--- config.mk ---
export PLATFORM = sky130hd
export DESIGN_NAME = ps2_kbd_ctrl
export DESIGN_NICKNAME = d
export VERILOG_FILES = /design/src/rtl/ps2_kbd_ctrl.sv
export SDC_FILE = /design/constraint.sdc
export NUM_CORES = 1
export LEC_CHECK = 0
export ABC_CLOCK_PERIOD_IN_PS = 5410
export CAP_MARGIN = 15
export CELL_PAD_IN_SITES_DETAIL_PLACEMENT = 1
export CELL_PAD_IN_SITES_GLOBAL_PLACEMENT = 1
export CORE_MARGIN = 1.5
export CORE_UTILIZATION = 25
export DETAILED_ROUTE_END_ITERATION = 16
export GPL_TIMING_DRIVEN = 0
export PLACE_DENSITY_LB_ADDON = 0.1
export SLEW_MARGIN = 20
export SYNTH_ARGS = -nofsm -noshare
export SYNTH_HDL_FRONTEND = slang
export SYNTH_SLANG_ARGS = --single-unit
--- constraint.sdc ---
create_clock -name clk -period 5.41 [get_ports clk]
set_input_delay 0.541 -clock clk [delete_from_list [all_inputs] [get_ports clk]]
set_output_delay 0.541 -clock clk [all_outputs]
set_load 0.02 [all_outputs]
--- src/rtl/ps2_kbd_ctrl.sv ---
// PS/2 keyboard controller: folds set-2 prefix bytes into key events, queues them,
// and exposes them through LC3-style KBSR/KBDR registers.
module ps2_kbd_ctrl #(
    parameter int unsigned DEPTH        = 4,
    parameter bit          REPORT_BREAK = 1'b1
) (
    input  logic        clk,
    input  logic        rst_n,
    input  logic        rx_valid,
    input  logic [7:0]  rx_data,
    input  logic        rx_error,
    input  logic        kbsr_wr,
    input  logic [15:0] wr_data,
    input  logic        kbdr_rd,
    output logic [15:0] kbsr,
    output logic [15:0] kbdr,
    output logic        irq,
    output logic [7:0]  err_cnt
);

    localparam int unsigned PtrW = $clog2(DEPTH);
    localparam int unsigned CntW = PtrW + 1;

    typedef enum logic [1:0] {StIdle, StExt, StBrk, StExtBrk} state_e;

    state_e state_q, state_d;

    logic            is_ext, is_brk, is_prefix;
    logic            emit, emit_ext, emit_brk;
    logic            push_req, do_push, do_pop, full, empty;
    logic [PtrW-1:0] wr_ptr_q, rd_ptr_q;
    logic [CntW-1:0] count_q;
    logic [9:0]      mem [DEPTH];
    logic            ie_q, ovf_q, perr_q;
    logic            ovf_set, perr_set;
    logic [7:0]      err_cnt_q;
    logic            unused_wr;

    assign is_ext    = (rx_data == 8'hE0);
    assign is_brk    = (rx_data == 8'hF0);
    assign is_prefix = is_ext | is_brk;

    // Prefix FSM: state register
    always_ff @(posedge clk) begin
        if (rst_n) begin
            state_q <= StIdle;
        end else begin
            state_q <= state_d;
        end
    end

    // Prefix FSM: next state
    always_comb begin
        state_d = state_q;
        if (rx_valid) begin
            if (rx_error || !is_prefix) begin
                state_d = StIdle;
            end else begin
                case (state_q)
                    StIdle:   state_d = is_ext ? StExt : StBrk;
                    StExt:    state_d = is_brk ? StExtBrk : StExt;
                    StBrk:    state_d = is_ext ? StExtBrk : StBrk;
                    default:  state_d = StExtBrk;
                endcase
            end
        end
    end

    // Prefix FSM: outputs
    always_comb begin
        emit     = rx_valid & ~rx_error & ~is_prefix;
        emit_ext = (state_q == StExt) || (state_q == StExtBrk);
        emit_brk = (state_q == StBrk) || (state_q == StExtBrk);
    end

    assign full     = (count_q == CntW'(DEPTH));
    assign empty    = (count_q == '0);
    assign push_req = emit & (REPORT_BREAK | ~emit_brk) & ~rst_n;
    assign do_pop   = kbdr_rd & ~empty & ~rst_n;
    // A pop on the same edge frees the slot a full FIFO needs.
    assign do_push  = push_req & (~full | do_pop);
    assign ovf_set  = push_req & full & ~do_pop;
    assign perr_set = rx_valid & rx_error;

    always_ff @(posedge clk) begin
        if (do_push) begin
            mem[wr_ptr_q] <= {emit_ext, emit_brk, rx_data};
        end
    end

    always_ff @(posedge clk) begin
        if (rst_n) begin
            wr_ptr_q  <= '0;
            rd_ptr_q  <= '0;
            count_q   <= '0;
            ie_q      <= 1'b0;
            ovf_q     <= 1'b0;
            perr_q    <= 1'b0;
            err_cnt_q <= 8'h00;
        end else begin
            if (do_push) begin
                wr_ptr_q <= wr_ptr_q + PtrW'(1);
            end
            if (do_pop) begin
                rd_ptr_q <= rd_ptr_q + PtrW'(1);
            end
            if (do_push && !do_pop) begin
                count_q <= count_q + CntW'(1);
            end else if (do_pop && !do_push) begin
                count_q <= count_q - CntW'(1);
            end
            if (kbsr_wr) begin
                ie_q <= wr_data[14];
            end
            // Set beats write-one-to-clear on the same edge.
            ovf_q  <= ovf_set  | (ovf_q  & ~(kbsr_wr & wr_data[13]));
            perr_q <= perr_set | (perr_q & ~(kbsr_wr & wr_data[12]));
            if (perr_set && err_cnt_q != 8'hFF) begin
                err_cnt_q <= err_cnt_q + 8'd1;
            end
        end
    end

    assign kbsr      = {~empty, ie_q, ovf_q, perr_q, 12'h000};
    assign kbdr      = empty ? 16'h0000 : {6'b000000, mem[rd_ptr_q]};
    assign irq       = ie_q & ~empty;
    assign err_cnt   = err_cnt_q;
    assign unused_wr = ^{wr_data[15], wr_data[11:0]};

endmodule

==> flow_metrics.env, run 1 <==
export IMPL_drt_total_wl_um=5720
export IMPL_hold_depth=2
export IMPL_nets=312
export IMPL_cts_tree="done"
export IMPL_tns_ns=0
export IMPL_min_path_type="reg2reg"
export IMPL_powerDensity_nw_per_um2=324
export IMPL_finalCriticalPeriod_ns=2.85
export IMPL_hold_worst_slack_ns=0.466
export IMPL_netlist_instances=208
export IMPL_drive_above_1_share_pct=18.9
export IMPL_io_buffers=39
export IMPL_dr_total_vias=1696
export IMPL_fin_crit_sh_pct=52.7
export IMPL_hold_viol=0
export IMPL_arrival_ns=2.31
export IMPL_cts_num_sinks=62
export IMPL_ys_seq_elements=62
export IMPL_finalNonFillerCells=420
export IMPL_area_delta_synth_final_pct=30.0
export IMPL_p_sw_uw=322
export IMPL_dieArea_um2=11700
export IMPL_synth_seq_area_share_pct=59.5
export IMPL_max_clock_freq_ghz=0.351
export IMPL_met1_length_um=2660
export IMPL_leakagePower_uw=0.00132
export IMPL_min_to="ovf_q"
export IMPL_fp_coreArea_um2=10800
export IMPL_vdd_drop_max_v=0.000111
export IMPL_wl_per_cell_um=13.6
export IMPL_skew_ns=0.00904
export IMPL_place_area_um2=3390
export IMPL_grt_pass1_wl_um=9060
export IMPL_die_w_um=108
export IMPL_cts_setup_buffers=0
export IMPL_yosysWarnings=0
export IMPL_internal_power_uw=839
export IMPL_dp_cells=404
export IMPL_drtIter0Drc=36
export IMPL_dp_hpwl_um=4000
export IMPL_start_kind="flop"
export IMPL_maxUsedRoutingLayer="met4"
export IMPL_netlist_cell_type_count=36
export IMPL_gr_usage_all_layers_pct=10.7
export IMPL_gp_congestion=0.665
export IMPL_cts_resized=0
export IMPL_postRouteAntennaNets=0
export IMPL_fp_dieH_um=108
export IMPL_dr_wl_met2_um=2770
export IMPL_drv_cap=0
export IMPL_grt_max_degree=13
export IMPL_cts_buffers=9
export IMPL_drv_slew=0
export IMPL_core_rowCount=38
export IMPL_htree_levels=3
export IMPL_cts_path_max_buffers=2
export IMPL_crit_path_cell_trace="buf_1 > mux4_2 > and2_1 > clkdlybuf4s50_1"
export IMPL_crit_family="buffers and inverters"
export IMPL_antenna_found_initial=0
export IMPL_rr_worst_depth=9
export IMPL_clock_latency_ns=0.34
export IMPL_clock_tree_root_cell="clkbuf_8"
export IMPL_wl_met3_um=199
export IMPL_hold_start="ovf_q"
export IMPL_r2r_end="count_q[2]"
export IMPL_final_setup_viol_count=0
export IMPL_grt_pass1_vias=1704
export IMPL_rsz0062_at_grt="false"
export IMPL_dr_pass1_iters=4
export IMPL_outcome="completed"
export IMPL_syn_area_per_cell_um2=13.3
export IMPL_slew_headroom_pct=52.1
export IMPL_initial_core_util_pct=25.6
export IMPL_cp_max_fo=10
export IMPL_pwr_share_comb_pct=19.5
export IMPL_cp_buffers_inverters=2
export IMPL_vias_per_cell=4.04
export IMPL_rr_startpoint="count_q[0]"
export IMPL_worstMarginPinSlew_ns=0.719
export IMPL_io_pins=71
export IMPL_hold_buffers=0
export IMPL_slowest_delay_ns=0.55
export IMPL_drc=0
export IMPL_grt_overflow=0
export IMPL_crit_required_ns=4.87
export IMPL_num_fill_cells=1192
export IMPL_clk_pin_slew_ns=0.07
export IMPL_power_share_sequential_pct=45.5
export IMPL_swShare_pct=27.7
export IMPL_antenna_cells=0
export IMPL_critPathKind="reg2out"
export IMPL_cp_slowest_cell="buf_1"
export IMPL_critPathCaptureType="primary output"
export IMPL_pwr_share_clk_pct=35.0
export IMPL_ff2ff_setup_slack_ns=2.92
export IMPL_syn_area_um2=2760
export IMPL_design_area_um2=3590
==> worst register-to-register path, delay by kind of cell (launching register included) <==
family,cells,cell delay [ns]
xor gates and xnor gates,1,0.15
and+or+nand+nor,3,0.65
AOI/OAI and AO/OA,2,0.59
DFF,1,0.41
buffers and inverters,1,0.06
adders and majority gates,2,0.56
==> final cells by class <==
cell class | instances | area [µm²] | area share, %
clock buffers | 9 | 124 | 3.45
well taps | 140 | 175 | 4.88
inverters | 5 | 18.8 | 0.523
repair buffers | 39 | 390 | 10.9
plain buffers | 29 | 189 | 5.27
clock inverters | 7 | 75.1 | 2.09
multi-input cells | 129 | 973 | 27.1
flip-flops and latches | 62 | 1640 | 45.8
==> per-layer routing <==
layer | GRT usage, % | vias up
li1 | - | 845
met1 | 13.5 | 810
met2 | 16.7 | 35
met3 | 2.41 | 6
met4 | 6.48 | 0
met5 | 0 | -
==> power by group through the flow <==
stage	registers (µW)	logic, µW	clock network, µW
final	528	226	406
after global routing	531	249	441
after CTS	529	231	420
after detailed placement	539	230	0
after global placement	539	230	0
after floorplan	538	137	0
==> layout by cell type (no fill, tap or decap), types with 2 or more instances in the layout <==
cell,instances
inv_1,5
mux2i_1,5
buf_4,21
xor2_1,6
and2_1,12
clkinvlp_4,3
conb_1,18
nand3_1,7
o211ai_1,2
and3_1,7
nand4_1,3
ha_1,6
a21oi_1,6
o21ai_0,3
clkbuf_8,9
clkbuf_1,5
nor3_1,2
dfxtp_1,22
or3_1,3
clkdlybuf4s50_1,39
clkinv_4,2
mux4_2,10
buf_1,2
nand2_1,8
nor2_1,18
edfxtp_1,40
==> synthesized netlist by cell type <==
cell / count / area, µm²
nand2b_1: 1 / 6.26
nand3_1: 7 / 35.0
o21ai_1: 1 / 5.00
dfxtp_1: 22 / 440
nor3_1: 2 / 10.0
o211ai_1: 2 / 15.0
and2_1: 12 / 75.1
clkbuf_1: 5 / 18.8
a21oi_1: 6 / 30.0
edfxtp_1: 40 / 1200
nor2b_1: 1 / 6.26
conb_1: 1 / 3.75
mux2i_1: 5 / 50.1
and2_4: 1 / 8.76
nor2_1: 18 / 67.6
or3_1: 3 / 18.8
a211oi_1: 1 / 7.51
and4b_1: 1 / 10.0
a311oi_2: 1 / 15.0
nand4_1: 3 / 18.8
o21a_4: 1 / 15.0
and3_1: 7 / 43.8
nand2_1: 8 / 30.0
buf_2: 1 / 5.00
o31ai_4: 1 / 21.3
xnor2_1: 1 / 8.76
and4_1: 1 / 8.76
ha_1: 6 / 75.1
buf_4: 21 / 158
or4_4: 1 / 11.3
inv_1: 5 / 18.8
fa_1: 1 / 20.0
o21ai_0: 3 / 15.0
mux4_2: 10 / 225
buf_1: 2 / 7.51
xor2_1: 6 / 52.6
==> worst max path at each step <==
| stage | from | end | slack [ns] | depth (start not counted) |
|---|---|---|---|---|
| 2_1_floorplan | rst_n | count_q[2] | 2.88 | 9 |
| 3_3_place_gp | rst_n | count_q[2] | 2.14 | 10 |
| 3_5_place_dp | rst_n | count_q[2] | 2.13 | 10 |
| 4_1_cts | rst_n | count_q[2] | 2.49 | 10 |
| 5_1_grt | rst_n | count_q[2] | 2.37 | 10 |
| 6_report | flop | kbdr[9] | 2.56 | 4 |
==> metrics by stage <==
step	utilization (%)	total power (µW)	worst slack (ns)
4_1_cts	33.2	1180	2.49
2_1_floorplan	-	675	2.88
3_3_place_gp	31.4	769	2.14
3_5_place_dp	31.4	770	2.13
6_report	33.2	1160	2.56
5_1_grt	33.2	1220	2.37
==> flip-flops by register name, summed over array words and instances, names as in the netlist, named ones only <==
signal and count:
count_q 3, err_cnt 8, ie_q 1, mem 40, ovf_q 1, perr_q 1
rd_ptr_q 2, state_q 2, wr_ptr_q 2
==> cells by family after synthesis <==
kind of cell	synth area share, %
and+or+nand+nor	12.7
buffers and inverters	7.53
DFF	59.5
muxes	9.98
xor gates and xnor gates	2.22
adders and majority gates	3.45
other	0.136
AOI/OAI and AO/OA	4.49
No activity file was read; power rests on OpenSTA's default activity.
==> run 2, diff against run 1 <==
--- a/config.mk
+++ b/config.mk
@@ -5,7 +5,7 @@
 export SDC_FILE = /design/constraint.sdc
 export NUM_CORES = 1
 export LEC_CHECK = 0
-export ABC_CLOCK_PERIOD_IN_PS = 5410
+export ABC_CLOCK_PERIOD_IN_PS = 2700
 export CAP_MARGIN = 15
 export CELL_PAD_IN_SITES_DETAIL_PLACEMENT = 1
 export CELL_PAD_IN_SITES_GLOBAL_PLACEMENT = 1
==> constraint.sdc (replaced) <==
create_clock -name clk -period 2.7 [get_ports clk]
set_input_delay 0.27 -clock clk [delete_from_list [all_inputs] [get_ports clk]]
set_output_delay 0.27 -clock clk [all_outputs]
set_load 0.02 [all_outputs]
==> run 2 against run 1 <==
Effect of this change: design area rose by 0.24%; non-clock buffer count decreased by 1; via count shrank 0.47%; critical path depth increased by 6; first-iteration DRC count rose by 17%; sequential share of layout area fell by 0.11 points; critical endpoint is now count_q[2]; die area is the same.
==> flow_metrics.env, run 2 (synthesized netlist as in run 1, its figures left out) <==
export IMPL_dr_pass1_iters=4
export IMPL_antenna_found_initial=0
export IMPL_wl_per_cell_um=13.7
export IMPL_outcome="completed"
export IMPL_grt_overflow=0
export IMPL_cts_setup_buffers=0
export IMPL_core_rowCount=38
export IMPL_skew_ns=0.00779
export IMPL_worstMarginPinSlew_ns=0.598
export IMPL_drv_cap=0
export IMPL_clk_pin_slew_ns=0.07
export IMPL_htree_levels=3
export IMPL_design_area_um2=3600
export IMPL_drive_above_1_share_pct=19.4
export IMPL_postRouteAntennaNets=0
export IMPL_place_area_um2=3390
export IMPL_start_kind="input port"
export IMPL_vias_per_cell=4.03
export IMPL_gp_congestion=0.665
export IMPL_drtIter0Drc=42
export IMPL_cts_buffers=9
export IMPL_fp_dieH_um=108
export IMPL_max_clock_freq_ghz=0.391
export IMPL_dieArea_um2=11700
export IMPL_powerDensity_nw_per_um2=648
export IMPL_hold_buffers=0
export IMPL_drt_total_wl_um=5730
export IMPL_critPathCaptureType="flop"
export IMPL_initial_core_util_pct=25.6
export IMPL_leakagePower_uw=0.00133
export IMPL_dp_hpwl_um=4000
export IMPL_cts_num_sinks=62
export IMPL_finalWorstSetupSlack_ns=0.142
export IMPL_dp_slack_ns=-0.311
export IMPL_vdd_drop_max_v=0.000224
export IMPL_clock_latency_ns=0.34
export IMPL_cp_max_fo=7
export IMPL_antenna_cells=0
export IMPL_clock_tree_root_cell="clkbuf_8"
export IMPL_grt_max_degree=13
export IMPL_gr_usage_all_layers_pct=10.7
export IMPL_cts_resized=0
export IMPL_fin_crit_sh_pct=94.8
export IMPL_area_delta_synth_final_pct=30.3
export IMPL_min_path_type="reg2reg"
export IMPL_finalCriticalPeriod_ns=2.56
export IMPL_fp_coreArea_um2=10800
export IMPL_io_pins=71
export IMPL_crit_required_ns=2.97
export IMPL_drc=0
export IMPL_most_common_layout_cells="edfxtp_1, clkdlybuf4s50_1, dfxtp_1, buf_4"
export IMPL_die_w_um=108
export IMPL_cts_path_max_buffers=2
export IMPL_drv_slew=0
export IMPL_largest_register="mem"
export IMPL_final_setup_viol_count=0
export IMPL_critPathKind="in2reg"
export IMPL_layout_commonest_cell="edfxtp_1"
export IMPL_arrival_ns=2.82
export IMPL_io_buffers=39
export IMPL_cts_tree="done"
export IMPL_nets=311
export IMPL_hold_viol=0
export IMPL_tns_ns=0
export IMPL_grt_pass1_wl_um=9060
export IMPL_grt_pass1_vias=1704
export IMPL_largest_reg_flops=40
export IMPL_slew_headroom_pct=60.1
export IMPL_dr_total_vias=1688
run 2: changes by cell type in the layout (fill, tap and decap cells not counted), sizes merged:
cell,before,now
buf,24,22
clkbuf,14,15
run 2: through the flow:
step	power [µW]	util (%)	instances	hold WS, ns
after floorplan	1350	-	225	0.369
after global placement	1540	31.4	404	0.448
after detailed placement	1540	31.4	404	0.454
after CTS	2360	33.2	420	0.470
after global routing	2450	33.3	419	0.497
final	2330	33.3	419	0.466
run 2: cell type report:
cell class / instances / area [µm²]
multi-input combinational: 129 / 985
timing repair buffer: 39 / 390
fill: 1192 / 7200
inverter: 5 / 18.8
clock inverter: 7 / 75.1
buffer: 28 / 186
sequential: 62 / 1640
tap: 140 / 175
clock buffer: 9 / 124
run 2: power by group:
part	switching, µW	internal [µW]	leakage (µW)	total (µW)
Combinational	240	217	0.000696	457
Sequential	23.1	1040	0.000539	1060
Clock	387	427	0.0000914	814
run 2: final timing paths:
| kind | endpoint | slack [ns] | cells after the start | start |
|---|---|---|---|---|
| min reg2reg | ovf_q | 0.47 | 2 | ovf_q |
| min | ovf_q | 0.47 | 2 | ovf_q |
| max reg2reg | count_q[2] | 0.28 | 9 | count_q[0] |
| max | count_q[2] | 0.14 | 10 | rst_n |
run 2: critical path, cell delays in order:
cell and delay [ns]:
clkdlybuf4s50_1 0.47, nand2b_1 0.22, a311oi_4 0.42, and2_4 0.24, ha_1 0.19, inv_1 0.06, fa_1 0.37, xor2_1 0.15
or3_1 0.30, a21oi_1 0.13
run 2: layer usage:
metal | share of wire [%] | GRT usage [%] | routed length, µm
met5 | 0 | 0 | 0
met4 | 1.4 | 6.48 | 81
met3 | 3.5 | 2.41 | 202
met2 | 49 | 16.7 | 2790
met1 | 46 | 13.5 | 2650
